### src/rtl/mem_stage_pkg.sv
// mem_stage_pkg: bus widths, payload layout, load_op codes and stage states shared by mem_stage.
package mem_stage_pkg;
    localparam int ES_TO_MS_BUS_WD = 76;
    localparam int MS_TO_WS_BUS_WD = 71;
    localparam logic [2:0] LD_W  = 3'b000;
    localparam logic [2:0] LD_B  = 3'b001;
    localparam logic [2:0] LD_H  = 3'b010;
    localparam logic [2:0] LD_BU = 3'b011;
    localparam logic [2:0] LD_HU = 3'b100;
    typedef enum logic [1:0] {S_EMPTY, S_WAIT, S_READY} state_t;
    typedef struct packed {
        logic        mem_req;
        logic [2:0]  load_op;
        logic        res_from_mem;
        logic        gr_we;
        logic [4:0]  dest;
        logic [31:0] alu_result;
        logic [31:0] pc;
        logic        is_exc;
    } es_bus_t;
endpackage

### src/rtl/mem_stage_load_align.sv
// load_align: picks the addressed byte/half of a load word and sign/zero-extends it.
module load_align
    import mem_stage_pkg::*;
(
    input  logic [2:0]  load_op,
    input  logic [1:0]  addr,
    input  logic [31:0] rdata,
    output logic [31:0] result
);
    logic [7:0]  byte_sel;
    logic [15:0] half_sel;
    assign byte_sel = 8'(rdata >> {addr, 3'b000});
    assign half_sel = addr[1] ? rdata[31:16] : rdata[15:0];
    always_comb
        result = load_op == LD_B  ? {{24{byte_sel[7]}}, byte_sel} :
                 load_op == LD_BU ? {24'b0, byte_sel} :
                 load_op == LD_H  ? {{16{half_sel[15]}}, half_sel} :
                 load_op == LD_HU ? {16'b0, half_sel} : rdata;
endmodule

### src/rtl/mem_stage.sv
// mem_stage: memory-access pipeline stage; waits for the data SRAM response, aligns load
// data and presents forwarding info to decode and the write-back bus.
module mem_stage
    import mem_stage_pkg::*;
(
    input  logic                       clk,
    input  logic                       reset,
    input  logic                       es_to_ms_valid,
    input  logic [ES_TO_MS_BUS_WD-1:0] es_to_ms_bus,
    output logic                       ms_allowin,
    input  logic                       ws_allowin,
    output logic                       ms_to_ws_valid,
    output logic [MS_TO_WS_BUS_WD-1:0] ms_to_ws_bus,
    input  logic                       data_sram_data_ok,
    input  logic [31:0]                data_sram_rdata,
    output logic [4:0]                 ms_to_ds_dest,
    output logic [31:0]                ms_to_ds_result,
    output logic                       ms_to_ds_ld_busy,
    output logic                       ms_to_ds_is_exc
);
    state_t state, state_n;
    es_bus_t in, r;
    logic [31:0] buf_q, load_word, load_res, final_result;
    logic ms_valid, data_ok, ready_go, leave, accept;
    assign in = es_to_ms_bus;
    assign ms_valid = state != S_EMPTY;
    // data_ok only means something while a request is outstanding
    assign data_ok = state == S_WAIT && data_sram_data_ok;
    assign ready_go = state == S_READY || data_ok;
    assign leave = ms_valid && ready_go && ws_allowin;
    assign ms_allowin = !ms_valid || (ready_go && ws_allowin);
    assign accept = es_to_ms_valid && ms_allowin;
    assign ms_to_ws_valid = ms_valid && ready_go;
    always_comb
        state_n = accept ? (in.mem_req ? S_WAIT : S_READY) :
                  leave ? S_EMPTY :
                  data_ok ? S_READY : state;
    always_ff @(posedge clk or posedge reset)
        if (reset) begin
            state <= S_EMPTY;
            r <= '0;
            buf_q <= '0;
        end else begin
            state <= state_n;
            if (accept) r <= in;
            if (data_ok && !ws_allowin) buf_q <= data_sram_rdata;
        end
    assign load_word = data_ok ? data_sram_rdata : buf_q;
    load_align u_align (
        .load_op(r.load_op),
        .addr   (r.alu_result[1:0]),
        .rdata  (load_word),
        .result (load_res)
    );
    assign final_result = r.res_from_mem ? load_res : r.alu_result;
    assign ms_to_ws_bus = {r.gr_we, r.dest, final_result, r.pc, r.is_exc};
    assign ms_to_ds_dest = (ms_valid && r.gr_we) ? r.dest : 5'd0;
    assign ms_to_ds_result = final_result;
    assign ms_to_ds_ld_busy = state == S_WAIT && r.mem_req && r.res_from_mem && !data_sram_data_ok;
    assign ms_to_ds_is_exc = r.is_exc && ms_valid;
endmodule

### config.mk
export PLATFORM = sky130hd
export DESIGN_NAME = mem_stage
export DESIGN_NICKNAME = d
export VERILOG_FILES = /design/src/rtl/mem_stage_pkg.sv /design/src/rtl/mem_stage_load_align.sv /design/src/rtl/mem_stage.sv
export SDC_FILE = /design/constraint.sdc
export NUM_CORES = 1
export LEC_CHECK = 0
export CORE_MARGIN = 1
export CORE_UTILIZATION = 46
export DETAILED_ROUTE_END_ITERATION = 10
export PLACE_DENSITY = 0.82
export SYNTH_ARGS = -nofsm -noshare
export SYNTH_HDL_FRONTEND = slang
export SYNTH_SLANG_ARGS = --single-unit
### constraint.sdc
create_clock -name clk -period 5.9 [get_ports clk]
set_input_delay 0.885 -clock clk [delete_from_list [all_inputs] [get_ports clk]]
set_output_delay 0.885 -clock clk [all_outputs]
set_load 0.01 [all_outputs]
# ---- Word level (Yosys, flattened, before mapping)
# Cells that the tools add are included.
dict set report classes {
  n_addsub 0
  n_mul 0
  div 0
  magnitude_cmp 0
  eq_ne 6
  shift 1
  n_mux 12
  n_bitwise 0
  reduce_logical 18
}
# operator count
set ops {}
lappend ops {{32-bit two-way mux} 6}
lappend ops {{32-bit by 5-bit right shift with 8-bit output} 1}
lappend ops {{16-bit two-way mux} 1}
lappend ops {{1-bit logical AND} 11}
lappend ops {{2-bit two-way mux} 4}
lappend ops {{3-bit by 2-bit == test with 1-bit output, second input constant} 2}
lappend ops {{5-bit two-way mux} 1}
lappend ops {{3-bit by 1-bit == test with 1-bit output, second input constant} 1}
lappend ops {{3-bit == test, second input constant} 1}
lappend ops {{1-bit logical NOT} 3}
lappend ops {{3-bit nonzero test} 1}
lappend ops {{2-bit by 1-bit == test with 1-bit output, second input constant} 1}
lappend ops {{2-bit == test, second input constant} 1}
lappend ops {{1-bit logical OR} 2}
lappend ops {{2-bit nonzero test} 1}
dict set report word_totals {
  reg_bits 110
  latch_bits 0
  mem_bits_rw 0
  mem_bits_ro 0
  out_inout_bits 112
  elab_cells 47
  memories 0
}

# ---- Logic depth before layout (Yosys ltp)
# Gate-level depths: netlist of the first run.
dict set report logic_depth {
  depth_word 9
  ltp_mapped 10
  ltp_nobuf 5
}

# ---- Hierarchy
# Synthesis of the first run repeated with hierarchy kept, for this count alone.
dict set report unflattened {
  hier_cells 515
  area_unflattened_um2 6356.1
}
# mod instances cells_each area_each_um2 seq_area_each_um2
set by_module_without_submodules {}
lappend by_module_without_submodules {mem_stage 1 398 5504.0 2752.6}
lappend by_module_without_submodules {load_align 1 117 852.1 0.0}

# ---- Least setup slack after synthesis of the first run
# Ideal clock, no wire load.
dict set report synth_timing {
  path_type {in2out}
  start {input port data_sram_data_ok}
  end {output port ms_to_ws_bus[49]}
  arrival_time_ps 2455
  path_slack_ps 2560
  stages 7
  path_cell_list {and3b_1 > buf_6 > mux4_2 > mux2i_4 > o31a_4 > o21ai_0 > buf_4}
}
dict set report synth_between {
  elab_chain_cells 7
  word_cells_on_any_way 9
  cone_classes {shift (1); mux (7); reduce/logical (1)}
}
# item line
set synth_lines {}
lappend synth_lines {{start: declaration} mem_stage.sv:14} ;# input logic data_sram_data_ok,
lappend synth_lines {{1-bit logical AND *} mem_stage.sv:28} ;# assign data_ok = state == S_WAIT && data_sram_data_ok;
lappend synth_lines {{32-bit two-way mux *} mem_stage.sv:48} ;# assign load_word = data_ok ? data_sram_rdata : buf_q;
lappend synth_lines {{parallel branches: the longest is 3 deep, another holds 32-bit by 5-bit right shift with 8-bit output} n/a}
lappend synth_lines {{32-bit two-way mux *} mem_stage_load_align.sv:15} ;# result = load_op == LD_B ? {{24{byte_sel[7]}}, byte_sel} :
lappend synth_lines {{32-bit two-way mux *} mem_stage.sv:55} ;# assign final_result = r.res_from_mem ? load_res : r.alu_result;
lappend synth_lines {{end: declaration} mem_stage.sv:13} ;# output logic [MS_TO_WS_BUS_WD-1:0] ms_to_ws_bus,
# Every way passes the cells marked *.

# ---- Worst setup path after layout of the first run
dict set report layout_timing {
  start {input port data_sram_data_ok}
  end {output port ms_to_ds_result[25]}
}
dict set report layout_between {
  elab_chain_cells 7
  word_cells_on_any_way 9
  cone_classes {shift (1); mux (7); reduce/logical (1)}
}
# item line
set layout_lines {}
lappend layout_lines {{1-bit logical AND *} mem_stage.sv:28}
lappend layout_lines {{32-bit two-way mux *} mem_stage.sv:48}
lappend layout_lines {{parallel branches: the longest is 3 deep, another holds 32-bit by 5-bit right shift with 8-bit output} n/a}
lappend layout_lines {{32-bit two-way mux *} mem_stage_load_align.sv:15}
lappend layout_lines {{32-bit two-way mux *} mem_stage.sv:55}
lappend layout_lines {{end: declaration} mem_stage.sv:17} ;# output logic [31:0] ms_to_ds_result,
# Marks and branches as above.

==> PnR_summary.wiki, run 1 <==
{| class="wikitable"
! Metric !! Value
|-
| TritonCTS sink count || 110
|-
| Number of enable flip-flop cells after synthesis || 0
|-
| Vias per std cell || 5.44
|-
| Hold Crit Class || reg2reg
|-
| Sum of routed wire length over all layers || 16600 µm
|-
| Post-synthesis sequential area ratio || 0.430
|-
| Die width || 120 µm
|-
| Number of cells produced by synthesis || 557
|-
| Worst-Margin Slew || 1.01 ns
|-
| Starting DRT DRC Count || 313
|-
| Final clock period utilization by the worst path || 0.852
|-
| Maximum resistive drop on vdd || 0.000301 V
|-
| Kind of end point of the critical path || output pin
|-
| Minimum clock period after layout || 5.03 ns
|-
| Clock edge transition at the registers on the reported setup and hold paths || 0.07 ns
|-
| Required time at the endpoint of the critical path || 5.02 ns
|-
| Ant. Diodes || 0
|-
| Number of global-route vias before repair || 4968
|-
| Worst setup timing slack at the placement stage || 0.878 ns
|-
| Overall global routing resource usage || 0.242
|-
| Core footprint || 13400 µm²
|-
| Largest stage delay, worst path || 0.65 ns
|-
| Combined buffer and inverter count along the critical path || 2
|-
| Final ANT Viol Nets || 0
|-
| Post-CTS Setup Bufs || 0
|-
| Unrepaired setup endpoints after global routing || no
|-
| Number of buffers created by CTS || 9
|-
| Remaining max-slew budget at the tightest pin || 0.324
|-
| Per-cell routed wire length || 19.1 µm
|-
| Synthesized area || 6390 µm²
|-
| Post-synth cell types || 45
|-
| Cell area power density || 650 nW/µm²
|-
| Average footprint of a synthesized cell || 11.5 µm²
|-
| Maximum clock rate || 199 MHz
|-
| Fraction of registers with async set/reset || 1.00
|-
| Count of port buffers added during placement || 224
|-
| Number of iterations in the first detailed-routing pass || 9
|-
| Top-area cell type share of the netlist area || 0.430
|-
| Element type at the critical path start || input port
|-
| Most common flop cell mapped by yosys || dfrtp_1
|-
| Detailed placement HPWL || 12400 µm
|-
| Max-slew violations || 0
|-
| Number of warnings reported in the yosys synthesis log || 0
|-
| Slowest stage cell on the critical path || o311a_1
|-
| Net count, final || 801
|-
| Fill cell count || 1047
|-
| Final Hold Viols || 0
|-
| Largest net degree at the start of global routing || 78
|-
| Maximum clock insertion buffer count || 2
|-
| Pleak || 3.43 nW
|-
| Final Setup Violations || 0
|-
| Initial core utilization || 0.477
|-
| FF+latch count, synth || 110
|-
| Number of antenna violations at the first check in global routing || 0
|-
| Number of gates given a new drive strength after cts || 0
|-
| Type of the worst setup path || in2out
|-
| Largest area contributor in the synthesized netlist || dfrtp_1
|-
| Global-route wire length before repair || 26500 µm
|-
| Final clock skew || 0.00606 ns
|-
| Post-CTS Hold Buffers || 0
|-
| Top Ports || 225
|-
| Dominant cells by area after synthesis || dfrtp_1, mux2_2, buf_4
|-
| Minimum setup slack in the final design || 0.873 ns
|-
| Layout overhead on the synthesized area || 32.3%
|-
| Total congestion overflow after global routing || 0
|-
| Power, Total || 0.00550 W
|-
| Worst hold slack || 0.503 ns
|-
| # H-tree levels || 3
|-
| Outcome || finished, final reports clean
|-
| DRC Markers || 0
|-
| Arrival @ worst endpoint || 4.14 ns
|-
| Share of layout cells above drive strength 1 || 0.254
|-
| Vertical die dimension || 120 µm
|-
| Cell-by-cell listing of the critical path || clkdlybuf4s50_1, and3b_1, mux2i_1, o311a_1, nand2_1, o22ai_2, clkdlybuf4s50_1
|-
| DIE AREA || 14400 µm²
|-
| CTS tree || built
|-
| Max-cap viol count || 0
|-
| Number of placement rows || 42
|-
| Number of nets in the synthesized netlist || 670
|-
| Cell mode on critical path || clkdlybuf4s50_1
|-
| Setup tns final || 0 ns
|-
| Clock latency on the worst-skew pair || 0.35 ns
|-
| Via total after detailed routing || 4727
|-
| Maximum fanout along the worst path || 13
|-
| RD Place Congestion || 0.858
|-
| Library cell used as clock root buffer || clkbuf_16
|-
| Category of cells accounting for the largest share of critical-path delay || buffers and inverters
|}
layer usage:
layer | wire length [µm] | track usage | vias up
met2 | 8220 | 0.402 | 200
met1 | 6420 | 0.284 | 2342
li1 | - | - | 2164
met4 | 434 | 0.116 | 0
met5 | 0 | 0 | -
met3 | 1510 | 0.0727 | 21
cell families after synthesis:
kind of cell	synth area share
AOI/OAI and AO/OA	0.109
xor gates and xnor gates	0.00274
buffers and inverters	0.120
DFF	0.430
muxes	0.273
and+or+nand+nor	0.0644
path summary, 6_finish.rpt:
path / depth (start not counted) / startpoint / to / slack [ns]
hold / removal: 1 / r[35] / r[35] / 0.50
hold reg to reg: 1 / r[35] / r[35] / 0.50
setup / recovery: 7 / data_sram_data_ok / ms_to_ds_result[25] / 0.87
setup reg to reg: 4 / state[1] / buf_q[4] / 3.52
max in group asynchronous: 3 / reset / r[49] / 3.74
min in group asynchronous: 2 / reset / ms_to_ws_bus[21] / 1.02
flip-flops by register name, indices dropped and copies added (netlist names):
register	flops
r	37
ms_to_ws_bus	39
buf_q	32
state	2
worst reg2reg max path: stages, from the launching register on:
cell	delay, ns
dfrtp_1	0.46
nand3b_1	0.71
nor2_2	0.26
buf_4	0.41
mux2_2	0.42
power by group:
part	internal, W	switching [W]
Sequential	0.00114	0.000309
Combinational	0.00191	0.00153
Clock	0.000351	0.000268
Total	0.00340	0.00210
placed cells by master, fill, tap and decap left out, types with 5 or more instances in the layout:
| cell | count |
|---|---|
| a21oi_1 | 7 |
| inv_1 | 6 |
| a21oi_2 | 6 |
| o211ai_1 | 5 |
| clkdlybuf4s50_1 | 224 |
| mux2i_1 | 17 |
| mux4_2 | 7 |
| mux2_2 | 124 |
| o21ai_0 | 29 |
| clkbuf_16 | 9 |
| a222oi_1 | 5 |
| dfrtp_1 | 110 |
| nand2_1 | 26 |
| o22ai_2 | 5 |
| and2_1 | 8 |
| nor2_1 | 39 |
| o22ai_1 | 7 |
| o2bb2ai_2 | 9 |
cell type report:
class                           count  area, µm²  area share
Sequential cell                   110       2750       0.325
Multi-Input combinational cell    332       2880       0.341
Clock buffer                       12        256      0.0303
Clock inverter                      4       45.0     0.00532
Tap cell                          176        220      0.0260
Inverter                            7       28.8     0.00340
Timing Repair Buffer              228       2270       0.269
through the flow:
step | util | area (µm²) | instances
2_1_floorplan | - | 6390 | 557
3_3_place_gp | 0.609 | 8160 | 853
3_5_place_dp | 0.609 | 8160 | 853
4_1_cts | 0.631 | 8460 | 869
5_1_grt | 0.631 | 8460 | 869
6_report | 0.631 | 8460 | 869
cells in the mapped netlist (all sizes together), types with 2 or more instances:
| library cell | number |
|---|---|
| and2 | 8 |
| buf | 95 |
| and3b | 2 |
| o22ai | 12 |
| a211oi | 4 |
| o2bb2ai | 10 |
| nand2 | 27 |
| nor2 | 40 |
| nand3 | 2 |
| and3 | 2 |
| mux2 | 124 |
| dfrtp | 110 |
| mux4 | 7 |
| nor3 | 3 |
| o21a | 2 |
| mux2i | 18 |
| o21ai | 29 |
| nor2b | 4 |
| clkbuf | 13 |
| xnor2 | 2 |
| o211ai | 5 |
| a22o | 2 |
| inv | 7 |
| a21oi | 13 |
| a222oi | 5 |
Note: power is estimated with default switching activity, not from simulation.
==> run 2: changes to the inputs <==
--- a/config.mk
+++ b/config.mk
@@ -9,6 +9,7 @@
 export CORE_UTILIZATION = 46
 export DETAILED_ROUTE_END_ITERATION = 10
 export PLACE_DENSITY = 0.82
+export REMOVE_ABC_BUFFERS = 1
 export SYNTH_ARGS = -nofsm -noshare
 export SYNTH_HDL_FRONTEND = slang
 export SYNTH_SLANG_ARGS = --single-unit
==> run 2 against run 1 <==
Net effect:
- clock skew up 0.0038 ns
- routed wire length down 2.0%
- final area about the same
- utilization about the same
- critical endpoint is now ms_to_ds_result[30]
- non-clock buffer count unchanged
- critical path type unchanged
- sequential power about the same
- count of clock-buffer cells in the layout down 2
- die area unchanged
- power down 0.87%
- hold slack better by 0.0015 ns
- first-iteration DRC count down 27%
==> PnR_summary.wiki, run 2 (synthesis results as in run 1) <==
{| class="wikitable"
! Metric !! Value
|-
| Final Setup Violations || 0 (unchanged)
|-
| Worst hold slack || 0.504 ns (+0.00147 ns)
|-
| Largest net degree at the start of global routing || 78 (unchanged)
|-
| Starting DRT DRC Count || 229 (-27%)
|-
| Remaining max-slew budget at the tightest pin || 0.326 (+0.00107)
|-
| Worst r2r src || state[1]
|-
| Minimum setup slack in the final design || 1.23 ns (+0.362 ns)
|-
| Required time at the endpoint of the critical path || 5.02 ns (about the same)
|-
| Arrival @ worst endpoint || 3.78 ns (-0.36 ns)
|-
| # H-tree levels || 3 (unchanged)
|-
| Share of total power in the clock network || 0.112 (about the same)
|-
| Element type at the critical path start || input port
|-
| RD Place Congestion || 0.852 (-0.75%)
|-
| Most used cells in the layout excluding fill and tap cells || clkdlybuf4s50_1, mux2_2, dfrtp_1
|-
| Hold path startpoint || r[75]
|-
| Maximum clock rate || 214 MHz (+7.8%)
|-
| Final clock skew || 0.00984 ns (+0.00378 ns)
|-
| Sum of routed wire length over all layers || 16200 µm (-2.0%)
|-
| Sequential Power Share || 0.269 (+0.006)
|-
| Max-cap viol count || 0 (unchanged)
|-
| Max-slew violations || 0 (unchanged)
|-
| Post-CTS Hold Buffers || 0 (unchanged)
|-
| Most common cell after layout, fill and taps aside || clkdlybuf4s50_1
|-
| Setup tns final || 0 ns (unchanged)
|-
| Clock latency on the worst-skew pair || 0.36 ns (about the same)
|-
| Initial core utilization || 0.477 (unchanged)
|-
| Worst setup timing slack at the placement stage || 1.22 ns (+0.342 ns)
|-
| Number of iterations in the first detailed-routing pass || 5 (-4)
|-
| Maximum fanout along the worst path || 24 (+11)
|-
| TritonCTS sink count || 110 (unchanged)
|-
| Total internal power || 0.00336 W (-1.1%)
|-
| Detailed placement HPWL || 12000 µm (-3.1%)
|-
| Reg2Reg Capture Point || buf_q[2]
|-
| Hold path cells || 1 (unchanged)
|-
| Minimum clock period after layout || 4.67 ns (-0.362 ns)
|-
| Path depth of the worst reg2reg path || 3 (-1)
|-
| Share of layout cells above drive strength 1 || 0.257 (+0.00289)
|-
| Number of antenna violations at the first check in global routing || 0 (unchanged)
|-
| Hold Crit Class || reg2reg
|-
| Total congestion overflow after global routing || 0 (unchanged)
|-
| Pleak || 3.42 nW (-0.16%)
|-
| Via total after detailed routing || 4674 (-1.1%)
|-
| Worst-Margin Slew || 1.01 ns (-0.00161 ns)
|-
| Number of global-route vias before repair || 4996 (+0.56%)
|-
| Combinational power share || 0.619 (-0.006)
|-
| Net switching fraction of the power || 0.384 (+0.00146)
|-
| Unrepaired setup endpoints after global routing || no
|-
| Post-place instance area || 8160 µm² (about the same)
|-
| End point of the most critical hold path || r[75]
|-
| Core footprint || 13400 µm² (unchanged)
|-
| Final Hold Viols || 0 (unchanged)
|-
| Top Ports || 225 (unchanged)
|-
| Library cell used as clock root buffer || clkbuf_16
|-
| Die width || 120 µm (unchanged)
|-
| Number of placement rows || 42 (unchanged)
|-
| Clock edge transition at the registers on the reported setup and hold paths || 0.07 ns (about the same)
|-
| Maximum clock insertion buffer count || 2 (unchanged)
|-
| Outcome || finished, final reports clean
|-
| Overall global routing resource usage || 0.234 (-0.00816)
|-
| Global-route wire length before repair || 25900 µm (-2.3%)
|-
| Final clock period utilization by the worst path || 0.791 (-0.0614)
|-
| DIE AREA || 14400 µm² (unchanged)
|-
| Post-CTS Setup Bufs || 0 (unchanged)
|-
| Cell area power density || 644 nW/µm² (-0.91%)
|-
| Kind of end point of the critical path || output pin
|-
| Number of buffers created by CTS || 9 (unchanged)
|-
| Max FFs per register || 39 (unchanged)
|-
| Vertical die dimension || 120 µm (unchanged)
|-
| Type of the worst setup path || in2out
|-
| P_sw || 0.00209 W (-0.49%)
|-
| Final std cell area, no fill || 8460 µm² (about the same)
|-
| Net count, final || 801 (unchanged)
|-
| Vias per std cell || 5.38 (-1.1%)
|-
| DRC Markers || 0 (unchanged)
|-
| Final ANT Viol Nets || 0 (unchanged)
|-
| Ant. Diodes || 0 (unchanged)
|-
| Number of gates given a new drive strength after cts || 0 (unchanged)
|-
| Maximum resistive drop on vdd || 0.000486 V (+61%)
|-
| Layout overhead on the synthesized area || 32.3% (about the same)
|-
| Count of port buffers added during placement || 224 (unchanged)
|-
| CTS tree || built
|-
| FF-to-FF setup slack || 3.12 ns (-0.40 ns)
|-
| Per-cell routed wire length || 18.7 µm (-2.0%)
|}
-- run 2: changes by cell type in the layout (fill, tap and decap cells not counted), sizes merged --
cell,previous run,this run
clkbuf,12,10
clkinv,3,2
inv,7,11
bufinv,1,0
-- run 2: how the worst max path moves through the flow --
stage,startpoint,end,slack [ns],cells after the start
final,data_sram_data_ok,ms_to_ds_result[30],1.23,7
after global routing,data_sram_data_ok,ms_to_ds_result[30],1.10,7
after CTS,data_sram_data_ok,ms_to_ds_result[30],1.20,7
after detailed placement,data_sram_data_ok,ms_to_ds_result[6],1.22,8
after global placement,data_sram_data_ok,ms_to_ws_bus[39],1.28,8
after floorplan,data_sram_data_ok,ms_to_ds_result[16],1.75,5
-- run 2: power groups by stage --
stage / Combinational [W] / Clock, W / Sequential (W)
floorplan: 0.00171 / 0 / 0.00146
detailed placement: 0.00339 / 0 / 0.00148
global route: 0.00361 / 0.000656 / 0.00152
global placement: 0.00333 / 0 / 0.00145
CTS: 0.00341 / 0.000628 / 0.00146
finish: 0.00338 / 0.000611 / 0.00146
-- run 2: area by class of cell --
class,count,area (µm²)
Fill cell,1072,4940
Multi-Input combinational cell,332,2890
Sequential cell,110,2750
Timing Repair Buffer,228,2270
Clock buffer,10,239
Tap cell,176,220
Clock inverter,6,60.1
Inverter,7,28.8
-- run 2: critical path: stages --
cell             delay [ns]
clkdlybuf4s50_1        0.53
and3b_2                0.43
mux4_2                 0.60
mux2i_4                0.18
o31a_4                 0.42
o2bb2ai_1              0.20
clkdlybuf4s50_1        0.53
-- run 2: per-stage QoR --
step	power [W]	utilization	std cells
final	0.00545	0.632	869
after global routing	0.00579	0.632	869
after CTS	0.00550	0.632	869
after detailed placement	0.00487	0.609	853
after global placement	0.00478	0.609	853
after floorplan	0.00317	-	449
-- run 2: routing by layer --
metal,track usage,part of all wire
met3,0.0760,0.071
met5,0,0
met2,0.404,0.51
met4,0.0734,0.021
met1,0.273,0.40
